===== src/rtl/data_mem_arbiter_if.sv =====
// Bus bundle between the data memory arbiter, its two requesters and the single-port memory.
// slave is the arbiter's view; master is the requester/memory side.
interface data_mem_arbiter_if #(
  parameter int unsigned BANK_W   = 2,
  parameter int unsigned OFFSET_W = 8,
  parameter int unsigned DATA_W   = 8
);
  logic                         cpu_req;
  logic                         cpu_we;
  logic [BANK_W-1:0]            cpu_bank;
  logic [OFFSET_W-1:0]          cpu_offset;
  logic [DATA_W-1:0]            cpu_wdata;
  logic                         cpu_gnt;
  logic                         cpu_done;
  logic [DATA_W-1:0]            cpu_rdata;
  logic                         cpu_err;

  logic                         dbg_req;
  logic                         dbg_we;
  logic [BANK_W+OFFSET_W-1:0]   dbg_addr;
  logic [DATA_W-1:0]            dbg_wdata;
  logic                         dbg_gnt;
  logic                         dbg_done;
  logic [DATA_W-1:0]            dbg_rdata;

  logic [BANK_W+OFFSET_W-1:0]   mem_addr;
  logic [DATA_W-1:0]            mem_wdata;
  logic                         mem_we;
  logic                         mem_re;
  logic [DATA_W-1:0]            mem_rdata;

  modport slave (
    input  cpu_req, cpu_we, cpu_bank, cpu_offset, cpu_wdata,
    output cpu_gnt, cpu_done, cpu_rdata, cpu_err,
    input  dbg_req, dbg_we, dbg_addr, dbg_wdata,
    output dbg_gnt, dbg_done, dbg_rdata,
    output mem_addr, mem_wdata, mem_we, mem_re,
    input  mem_rdata
  );

  modport master (
    output cpu_req, cpu_we, cpu_bank, cpu_offset, cpu_wdata,
    input  cpu_gnt, cpu_done, cpu_rdata, cpu_err,
    output dbg_req, dbg_we, dbg_addr, dbg_wdata,
    input  dbg_gnt, dbg_done, dbg_rdata,
    input  mem_addr, mem_wdata, mem_we, mem_re,
    output mem_rdata
  );
endinterface


===== src/rtl/data_mem_arbiter.sv =====
// Two-requester (cpu / debug) arbiter for the single-port data memory: alternating fairness,
// IDLE -> ACCESS -> RESP per grant. Define MEM_ARB_WPROT_EN to block cpu writes to the top bank.
module data_mem_arbiter #(
  parameter int unsigned BANK_W   = 2,
  parameter int unsigned OFFSET_W = 8,
  parameter int unsigned DATA_W   = 8
) (
  input logic               clk,
  input logic               rst,
  data_mem_arbiter_if.slave bus
);
  localparam int unsigned ADDR_W = BANK_W + OFFSET_W;

  localparam logic [1:0] IDLE   = 2'd0;
  localparam logic [1:0] ACCESS = 2'd1;
  localparam logic [1:0] RESP   = 2'd2;

  logic [1:0]        state_q, state_d;
  logic              last_owner_q;  // 1 = dbg; also the owner of the access in flight
  logic              lat_we_q;
  logic [ADDR_W-1:0] lat_addr_q;
  logic [DATA_W-1:0] lat_wdata_q;
  logic              cpu_done_q, dbg_done_q;
  logic [DATA_W-1:0] cpu_rdata_q, dbg_rdata_q;
  logic              block_we;

  logic accept, pick_dbg, in_access, in_resp;

  assign in_access = (state_q == ACCESS);
  assign in_resp   = (state_q == RESP);
  assign accept    = (state_q == IDLE) && (bus.cpu_req || bus.dbg_req);
  // On a tie the requester that lost the previous arbitration wins.
  assign pick_dbg  = bus.dbg_req && (!bus.cpu_req || !last_owner_q);

  always_comb begin
    state_d = IDLE;
    case (state_q)
      IDLE:    state_d = accept ? ACCESS : IDLE;
      ACCESS:  state_d = RESP;
      default: state_d = IDLE;
    endcase
  end

  always_ff @(posedge clk or posedge rst) begin
    if (rst) begin
      state_q      <= IDLE;
      last_owner_q <= 1'b1;
      lat_we_q     <= 1'b0;
      lat_addr_q   <= '0;
      lat_wdata_q  <= '0;
      cpu_done_q   <= 1'b0;
      dbg_done_q   <= 1'b0;
      cpu_rdata_q  <= '0;
      dbg_rdata_q  <= '0;
    end else begin
      state_q <= state_d;
      if (accept) begin
        last_owner_q <= pick_dbg;
        lat_we_q     <= pick_dbg ? bus.dbg_we : bus.cpu_we;
        lat_addr_q   <= pick_dbg ? bus.dbg_addr : {bus.cpu_bank, bus.cpu_offset};
        lat_wdata_q  <= pick_dbg ? bus.dbg_wdata : bus.cpu_wdata;
      end
      cpu_done_q <= in_resp && !last_owner_q;
      dbg_done_q <= in_resp && last_owner_q;
      if (in_resp && !lat_we_q && !last_owner_q) cpu_rdata_q <= bus.mem_rdata;
      if (in_resp && !lat_we_q && last_owner_q)  dbg_rdata_q <= bus.mem_rdata;
    end
  end

`ifdef MEM_ARB_WPROT_EN
  logic blocked_q, cpu_err_q;

  always_ff @(posedge clk or posedge rst) begin
    if (rst) begin
      blocked_q <= 1'b0;
      cpu_err_q <= 1'b0;
    end else begin
      if (accept) blocked_q <= !pick_dbg && bus.cpu_we && (&bus.cpu_bank);
      cpu_err_q <= in_resp && blocked_q;
    end
  end

  assign block_we    = blocked_q;
  assign bus.cpu_err = cpu_err_q;
`else
  assign block_we    = 1'b0;
  assign bus.cpu_err = 1'b0;
`endif

  // Memory side and grants decode straight from the state register.
  always_comb begin
    bus.mem_addr  = '0;
    bus.mem_wdata = '0;
    bus.mem_we    = 1'b0;
    bus.mem_re    = 1'b0;
    if (in_access) begin
      bus.mem_addr  = lat_addr_q;
      bus.mem_wdata = lat_wdata_q;
      bus.mem_we    = lat_we_q && !block_we;
      bus.mem_re    = !lat_we_q;
    end
  end

  assign bus.cpu_gnt   = in_access && !last_owner_q;
  assign bus.dbg_gnt   = in_access && last_owner_q;
  assign bus.cpu_done  = cpu_done_q;
  assign bus.dbg_done  = dbg_done_q;
  assign bus.cpu_rdata = cpu_rdata_q;
  assign bus.dbg_rdata = dbg_rdata_q;
endmodule


===== src/flat_wrapper.sv =====
// flat-port wrapper written by rule: the top's interface ports become plain ports
module data_mem_arbiter_flat 
#(
  parameter int unsigned BANK_W   = 2,
  parameter int unsigned OFFSET_W = 8,
  parameter int unsigned DATA_W   = 8
)
  (clk, rst, bus_cpu_req, bus_cpu_we, bus_cpu_bank, bus_cpu_offset, bus_cpu_wdata, bus_cpu_gnt, bus_cpu_done, bus_cpu_rdata, bus_cpu_err, bus_dbg_req, bus_dbg_we, bus_dbg_addr, bus_dbg_wdata, bus_dbg_gnt, bus_dbg_done, bus_dbg_rdata, bus_mem_addr, bus_mem_wdata, bus_mem_we, bus_mem_re, bus_mem_rdata);
  data_mem_arbiter_if #(.BANK_W(BANK_W), .OFFSET_W(OFFSET_W), .DATA_W(DATA_W)) bus_i ();
  input logic clk;
  input logic rst;
  input wire logic [$bits(bus_i.cpu_req)-1:0] bus_cpu_req;
  input wire logic [$bits(bus_i.cpu_we)-1:0] bus_cpu_we;
  input wire logic [$bits(bus_i.cpu_bank)-1:0] bus_cpu_bank;
  input wire logic [$bits(bus_i.cpu_offset)-1:0] bus_cpu_offset;
  input wire logic [$bits(bus_i.cpu_wdata)-1:0] bus_cpu_wdata;
  output wire logic [$bits(bus_i.cpu_gnt)-1:0] bus_cpu_gnt;
  output wire logic [$bits(bus_i.cpu_done)-1:0] bus_cpu_done;
  output wire logic [$bits(bus_i.cpu_rdata)-1:0] bus_cpu_rdata;
  output wire logic [$bits(bus_i.cpu_err)-1:0] bus_cpu_err;
  input wire logic [$bits(bus_i.dbg_req)-1:0] bus_dbg_req;
  input wire logic [$bits(bus_i.dbg_we)-1:0] bus_dbg_we;
  input wire logic [$bits(bus_i.dbg_addr)-1:0] bus_dbg_addr;
  input wire logic [$bits(bus_i.dbg_wdata)-1:0] bus_dbg_wdata;
  output wire logic [$bits(bus_i.dbg_gnt)-1:0] bus_dbg_gnt;
  output wire logic [$bits(bus_i.dbg_done)-1:0] bus_dbg_done;
  output wire logic [$bits(bus_i.dbg_rdata)-1:0] bus_dbg_rdata;
  output wire logic [$bits(bus_i.mem_addr)-1:0] bus_mem_addr;
  output wire logic [$bits(bus_i.mem_wdata)-1:0] bus_mem_wdata;
  output wire logic [$bits(bus_i.mem_we)-1:0] bus_mem_we;
  output wire logic [$bits(bus_i.mem_re)-1:0] bus_mem_re;
  input wire logic [$bits(bus_i.mem_rdata)-1:0] bus_mem_rdata;
  assign bus_i.cpu_req = bus_cpu_req;
  assign bus_i.cpu_we = bus_cpu_we;
  assign bus_i.cpu_bank = bus_cpu_bank;
  assign bus_i.cpu_offset = bus_cpu_offset;
  assign bus_i.cpu_wdata = bus_cpu_wdata;
  assign bus_cpu_gnt = bus_i.cpu_gnt;
  assign bus_cpu_done = bus_i.cpu_done;
  assign bus_cpu_rdata = bus_i.cpu_rdata;
  assign bus_cpu_err = bus_i.cpu_err;
  assign bus_i.dbg_req = bus_dbg_req;
  assign bus_i.dbg_we = bus_dbg_we;
  assign bus_i.dbg_addr = bus_dbg_addr;
  assign bus_i.dbg_wdata = bus_dbg_wdata;
  assign bus_dbg_gnt = bus_i.dbg_gnt;
  assign bus_dbg_done = bus_i.dbg_done;
  assign bus_dbg_rdata = bus_i.dbg_rdata;
  assign bus_mem_addr = bus_i.mem_addr;
  assign bus_mem_wdata = bus_i.mem_wdata;
  assign bus_mem_we = bus_i.mem_we;
  assign bus_mem_re = bus_i.mem_re;
  assign bus_i.mem_rdata = bus_mem_rdata;
  data_mem_arbiter #(.BANK_W(BANK_W), .OFFSET_W(OFFSET_W), .DATA_W(DATA_W)) u_core (.clk(clk), .rst(rst), .bus(bus_i));
endmodule

===== config.mk =====
export PLATFORM = sky130hd
export DESIGN_NAME = data_mem_arbiter_flat
export DESIGN_NICKNAME = d
export VERILOG_FILES = /design/src/rtl/data_mem_arbiter_if.sv /design/src/rtl/data_mem_arbiter.sv /design/src/flat_wrapper.sv
export SDC_FILE = /design/constraint.sdc
export NUM_CORES = 1
export LEC_CHECK = 0
export ABC_CLOCK_PERIOD_IN_PS = 4400
export CORE_MARGIN = 8
export CORE_UTILIZATION = 40
export CTS_CLUSTER_DIAMETER = 60
export CTS_CLUSTER_SIZE = 12
export DETAILED_ROUTE_END_ITERATION = 16
export DONT_BUFFER_PORTS = 1
export PLACE_DENSITY = 0.63
export SETUP_SLACK_MARGIN = 0.1
export SYNTH_ARGS = -nofsm -noshare
export SYNTH_HDL_FRONTEND = slang
export SYNTH_SLANG_ARGS = --single-unit

===== constraint.sdc =====
create_clock -name clk -period 4.4 [get_ports clk]
set_clock_uncertainty 0.1 [all_clocks]
set_input_delay 1.1 -clock clk [delete_from_list [all_inputs] [get_ports clk]]
set_output_delay 1.1 -clock clk [all_outputs]
set_load 0.005 [all_outputs]

==> results of run 1 <==
[worst max-delay path, delay by kind of cell (launching register included)]
family                 cells  cell delay [ps]
and+or+nand+nor            2              730
DFF                        1              430
buffers and inverters      1              280
[per-layer routing]
metal | global-route usage | wire length, um | up-vias
met1 | 0.1287 | 1654 | 515
met5 | 0 | 0 | -
li1 | - | - | 460
met4 | 0.03750 | 42 | 0
met2 | 0.1983 | 2169 | 57
met3 | 0.05283 | 431 | 6
[power by group through the flow]
stage	combinational, mW	clock (mW)	sequential (mW)
after detailed placement	0.568	0	0.696
after global placement	0.541	0	0.686
after CTS	0.567	0.313	0.694
final	0.550	0.303	0.688
after floorplan	0.496	0	0.643
after global routing	0.600	0.334	0.714
[through the flow]
step / area [um^2] / cells / worst slack [ps] / hold WS, ps / utilization
4_1_cts: 2202 / 209 / 1416 / 410.3 / 0.4396
3_5_place_dp: 2087 / 201 / 1755 / 383.8 / 0.4166
2_1_floorplan: 2036 / 137 / 2172 / 363.6 / -
3_3_place_gp: 2087 / 201 / 1819 / 391.8 / 0.4166
5_1_grt: 2202 / 209 / 1271 / 428.9 / 0.4396
6_report: 2202 / 209 / 1473 / 408.4 / 0.4396
[area by class of cell]
| type | instances | area, um^2 |
|---|---|---|
| fill | 466 | 2808 |
| sequential | 40 | 1002 |
| multi-input combinational | 86 | 967.2 |
| tap | 70 | 87.58 |
| clock buffer | 5 | 68.82 |
| clock inverter | 3 | 46.29 |
| timing repair buffer | 3 | 22.52 |
| inverter | 2 | 7.507 |
[path summary, 6_finish.rpt]
path | depth (start not counted) | start | slack (ps) | to
setup / recovery | 3 | u_core.state_q[0] | 1470 | bus_mem_wdata[3]
hold / removal | 1 | u_core.lat_addr_q[4] | 410 | u_core.lat_addr_q[4]
setup reg to reg | 3 | u_core.state_q[0] | 2360 | u_core.bus.cpu_rdata[7]
min in group asynchronous | 2 | rst | 710 | u_core.bus.cpu_rdata[2]
hold reg to reg | 1 | u_core.lat_addr_q[4] | 410 | u_core.lat_addr_q[4]
max in group asynchronous | 2 | rst | 3120 | u_core.last_owner_q
[synthesized netlist by cell type]
library cell  count
nor3_2            1
dfstp_2           1
conb_1            1
a21bo_2           1
dfrtp_1          39
clkbuf_1          2
mux2i_1           1
inv_1             2
buf_4             4
nor2_1            1
mux2_4           38
nor3b_1           1
buf_2             1
and3b_1           1
mux2_2           13
buf_6             2
mux2_1            3
nor2b_1           4
and2_1           21
[sequential cells by signal, indices dropped and copies added (netlist names)]
signal,cells
u_core.bus.cpu_done,1
u_core.lat_we_q,1
u_core.lat_addr_q,10
u_core.bus.dbg_rdata,8
u_core.last_owner_q,1
u_core.state_q,2
u_core.bus.cpu_rdata,8
u_core.bus.dbg_done,1
u_core.lat_wdata_q,8
[cell families (layout without fill, tap and decap cells)]
family / Yosys count / after routing / share of synthesized area
mux: 55 / 55 / 0.3737
flops: 40 / 40 / 0.4923
simple gates: 29 / 29 / 0.09158
buf+inv: 11 / 13 / 0.03565
other cells: 1 / 1 / 0.001842
compound gates: 1 / 1 / 0.004917
==> results.tsv, run 1 <==
stage	metric	value	unit
status	outcome	finished clean	
timing	rsz0062_at_grt	false	
placement	io_buffers	0	
drt	route.detailed.drc	0	
logic_synthesis	ys.warnings.count	0	
pwr	pwr-share-seq	0.447	
drt	wl	4297	um
layout	syn_to_final_growth	8.174	%
clocking	cts.sinks	40	
pwr	clockPowerShare	0.196	
clocking	cts_tree	built	
layout	fin_nets	188	
clocking	postCtsSetupBuffers	0	
drt	wl_per_cell	20.56	um
global_routing	grt_start_max_net_pins	41	
floorplan	rows	26	
pwr	powerDensity	699.8	nW/um^2
layout	mostFrequentLayoutCell	dfrtp_1	
critical_path	path_cells	nor2b_1 -> buf_4 -> and2_1	
pwr	p_int	1.065	mW
logic_synthesis	synth-seq-cells	40	
critical_path	cp-start-kind	flip-flop	
timing	slew-limit-headroom	0.4531	
timing	hold_viol_final	0	
clocking	cts_hold_buf	0	
worst_hold_path	hold_path.class	flip-flop to flip-flop	
drt	antenna_left	0	
clocking	clock_latency	290	ps
floorplan	core	5010	um^2
logic_synthesis	yosys.area.top_type	dfrtp_1	
clocking	cts.path.max_buffers	2	
pwr	ir_drop	271.5	uV
timing	period_minus_slack	2927	ps
timing	worst_pin_slew	818.7	ps
placement	post-dp-hpwl	3362	um
pwr	swShare	0.3087	
global_routing	grt_pass1_vias	1303	
timing	setup-tns-final	0	ps
clocking	root_buffer	clkbuf_8	
logic_synthesis	netlist_area	2036	um^2
logic_synthesis	synth_fp_nets	187	
clocking	clock_tree.htree_level_count	2	
floorplan	die_x	87.34	um
layout	final_cell_mix	dfrtp_1, mux2_4, and2_1, mux2_2, clkbuf_8	
logic_synthesis	netlist-cell-type-count	19	
drt	num_vias	1038	
logic_synthesis	synth_top_area_share	0.4794	
clocking	cts_resized	0	
pwr	combPwrFrac	0.357	
critical_path	critPathMaxStageDelay	550	ps
floorplan	die_h	87.34	um
timing	maxSlewViolCount	0	
floorplan	io-pin-count	91	
layout	layout-drive-gt1-share	0.4676	
placement	place_congestion	0.7395	
critical_path	crit_type	flip-flop to output port	
timing	final-setup-viol-count	0	
clocking	cts_made_buffers	5	
logic_synthesis	synthCells	137	
drt	initialDrtViolationCount	39	
pwr	p_switching	0.4757	mW
critical_path	arrival	1730	ps
critical_path	crit_path_end_kind	output port	
layout	n_antenna_cell	0	
critical_path	slowest_stage	nor2b_1	
floorplan	die-area	7628	um^2
pwr	leakagePower	1.027	nW
pwr	finalPower	1.541	mW
timing	fin_crit_sh	0.6653	
global_routing	grt_pass1_wl	6796	um
global_routing	grt.total_usage	0.1178	
drt	firstDrtPassIters	4	
logic_synthesis	avgSynthCellArea	14.86	um^2
flow_run	drv_cap	0	
logic_synthesis	ys_seq_area_frac	0.4923	
critical_path	cp_data_required_time	3200	ps
global_routing	grt_antenna_before_repair	0	
timing	fmax	0.3416	GHz
drt	via_per_inst	4.967	
critical_path	worstPathMaxFanout	12	
clocking	clkTransAtPathRegs	80	ps
global_routing	globalRoute.totalOverflow	0	
logic_synthesis	synth.area.top_cells	dfrtp_1, mux2_4, mux2_2	
floorplan	start_util	0.4063	
(Power assumes the default switching activity.)
==> inputs of run 2 (changes only) <==
--- a/config.mk
+++ b/config.mk
@@ -5,7 +5,7 @@
 export SDC_FILE = /design/constraint.sdc
 export NUM_CORES = 1
 export LEC_CHECK = 0
-export ABC_CLOCK_PERIOD_IN_PS = 4400
+export ABC_CLOCK_PERIOD_IN_PS = 2900
 export CORE_MARGIN = 8
 export CORE_UTILIZATION = 40
 export CTS_CLUSTER_DIAMETER = 60
==> constraint.sdc (replaced) <==
create_clock -name clk -period 2.9 [get_ports clk]
set_clock_uncertainty 0.1 [all_clocks]
set_input_delay 0.725 -clock clk [delete_from_list [all_inputs] [get_ports clk]]
set_output_delay 0.725 -clock clk [all_outputs]
set_load 0.005 [all_outputs]
==> run 2 against run 1 <==
Against the previous run: clock-buffer cell count increased by 1; sequential share of layout area increased by 0.63 points; non-clock buffer count increased by 1; via count increased by 1.4%; worst hold slack got worse by 61 ps; combinational power increased by 54%; sequential cell count unchanged; global-route usage increased by 0.059 points; largest power group unchanged; highest routed layer unchanged.
==> results.tsv, run 2 (synthesized netlist as in run 1, its figures left out) <==
stage	metric	value	unit
critical_path	worstPathMaxFanout	12	
placement	post-dp-hpwl	3366	um
pwr	leakagePower	1.019	nW
global_routing	grt_use_met1	0.1281	
global_routing	globalRoute.totalOverflow	0	
layout	n_fill_cell	487	
timing	maxSlewViolCount	0	
global_routing	grt.total_usage	0.1184	
critical_path	rr_worst_depth	3	
layout	final_cell_mix	dfrtp_1, mux2_4, and2_1, mux2_2, clkbuf_8	
pwr	p_int	1.529	mW
pwr	swShare	0.3144	
clocking	cts_made_buffers	5	
drt	firstDrtPassIters	4	
clocking	postCtsSetupBuffers	0	
pwr	p_switching	0.7011	mW
global_routing	grt_busiest_layer	met2	
floorplan	die-area	7628	um^2
drt	num_vias	1053	
pwr	powerDensity	1027	nW/um^2
timing	hold_viol_final	0	
floorplan	die_x	87.34	um
layout	mostFrequentLayoutCell	dfrtp_1	
critical_path	arrival	1730	ps
critical_path	startpoint	u_core.state_q[0]	
placement	io_buffers	0	
drt	wl_per_cell	20.68	um
critical_path	ff2ff_setup_slack	880	ps
clocking	cts_tree	built	
timing	fin_crit_sh	0.8823	
floorplan	start_util	0.4063	
clocking	cts.path.max_buffers	2	
timing	rsz0062_at_grt	false	
pwr	clockPowerShare	0.151	
global_routing	gr-usage-met2	0.1997	
floorplan	rows	26	
clocking	clock_latency	280	ps
flow_run	drv_cap	0	
global_routing	grt_pass1_wl	6775	um
layout	fin_nets	189	
drt	initialDrtViolationCount	25	
layout	n_antenna_cell	0	
timing	period_minus_slack	2559	ps
floorplan	io-pin-count	91	
timing	worst_pin_slew	770.0	ps
worst_hold_path	hold_path.class	input pin to async pin	
timing	final-setup-viol-count	0	
clocking	clock_tree.htree_level_count	2	
layout	layout-drive-gt1-share	0.4604	
layout	top_register	u_core.lat_addr_q	
timing	fmax	0.3908	GHz
layout	largest_reg_flops	10	
clocking	cts_hold_buf	0	
global_routing	grt_antenna_before_repair	0	
critical_path	cp_data_required_time	2080	ps
critical_path	reg2reg_to	u_core.bus.cpu_rdata[7]	
drt	route.detailed.drc	0	
clocking	cts_resized	0	
pwr	pwr-share-seq	0.469	
pwr	finalPower	2.230	mW
clocking	clkTransAtPathRegs	70	ps
critical_path	cp-start-kind	flip-flop	
layout	syn_to_final_growth	6.699	%
drt	antenna_left	0	
critical_path	crit_path_end_kind	output port	
placement	place_congestion	0.7345	
drt	via_per_inst	5.038	
clocking	root_buffer	clkbuf_8	
global_routing	grt_pass1_vias	1270	
timing	setup-tns-final	0	ps
timing	slew-limit-headroom	0.4856	
floorplan	core	5010	um^2
critical_path	r2r_start	u_core.state_q[1]	
floorplan	die_h	87.34	um
pwr	ir_drop	359.9	uV
global_routing	grt_start_max_net_pins	41	
status	outcome	finished clean	
drt	wl	4323	um
critical_path	crit_type	flip-flop to output port	
pwr	combPwrFrac	0.379	
clocking	cts.sinks	40	
global_routing	use_met3	0.05472	
-- run 2: changes by cell type in the layout (fill, tap and decap cells not counted) --
cell	previous run	this run
buf_4	3	4
bufinv_16	1	0
clkbuf_1	0	1
clkinv_2	0	1
clkinvlp_4	1	0
inv_6	1	0
-- run 2: final cells by class --
type / instances / area [um^2] / share of cell area
clock buffer: 6 / 72.57 / 0.03341
clock inverter: 1 / 5.005 / 0.002304
inverter: 2 / 7.507 / 0.003456
multi-input combinational: 86 / 967.2 / 0.4453
sequential: 40 / 1002 / 0.4614
tap: 70 / 87.58 / 0.04032
timing repair buffer: 4 / 30.03 / 0.01382
-- run 2: worst max path at each step --
stage / end / cells past startpoint
global placement: bus_mem_wdata[3] / 3
finish: bus_mem_wdata[2] / 3
global route: bus_mem_wdata[2] / 3
floorplan: u_core.lat_wdata_q[6] / 4
detailed placement: bus_mem_wdata[2] / 3
CTS: bus_mem_wdata[2] / 3
-- run 2: critical path, cell delays in order, from the launching register on --
cell,delay (ps)
dfrtp_1,430
nor2b_1,560
buf_4,290
and2_1,170
-- run 2: metrics by stage --
stage | hold WS (ps) | worst slack [ps] | cell area, um^2 | util | cells
floorplan | 363.6 | 1047 | 2036 | - | 137
global placement | 391.5 | 692.0 | 2095 | 0.4181 | 202
detailed placement | 386.6 | 641.2 | 2095 | 0.4181 | 202
CTS | 358.9 | 313.3 | 2172 | 0.4336 | 209
global route | 383.8 | 157.7 | 2172 | 0.4336 | 209
finish | 347.8 | 341.3 | 2172 | 0.4336 | 209
-- run 2: per-layer routing --
metal  part of all wire  vias to the layer above
met4              0.010                        0
met3               0.10                        6
met2               0.50                       60
met1               0.38                      520
met5                  0                        -
li1                   -                      467
-- run 2: power by group through the flow --
stage	clock, mW	sequential (mW)	combinational [mW]
floorplan	0	0.976	0.752
global placement	0	1.04	0.828
detailed placement	0	1.05	0.871
CTS	0.352	1.05	0.868
global route	0.373	1.09	0.919
finish	0.337	1.05	0.846
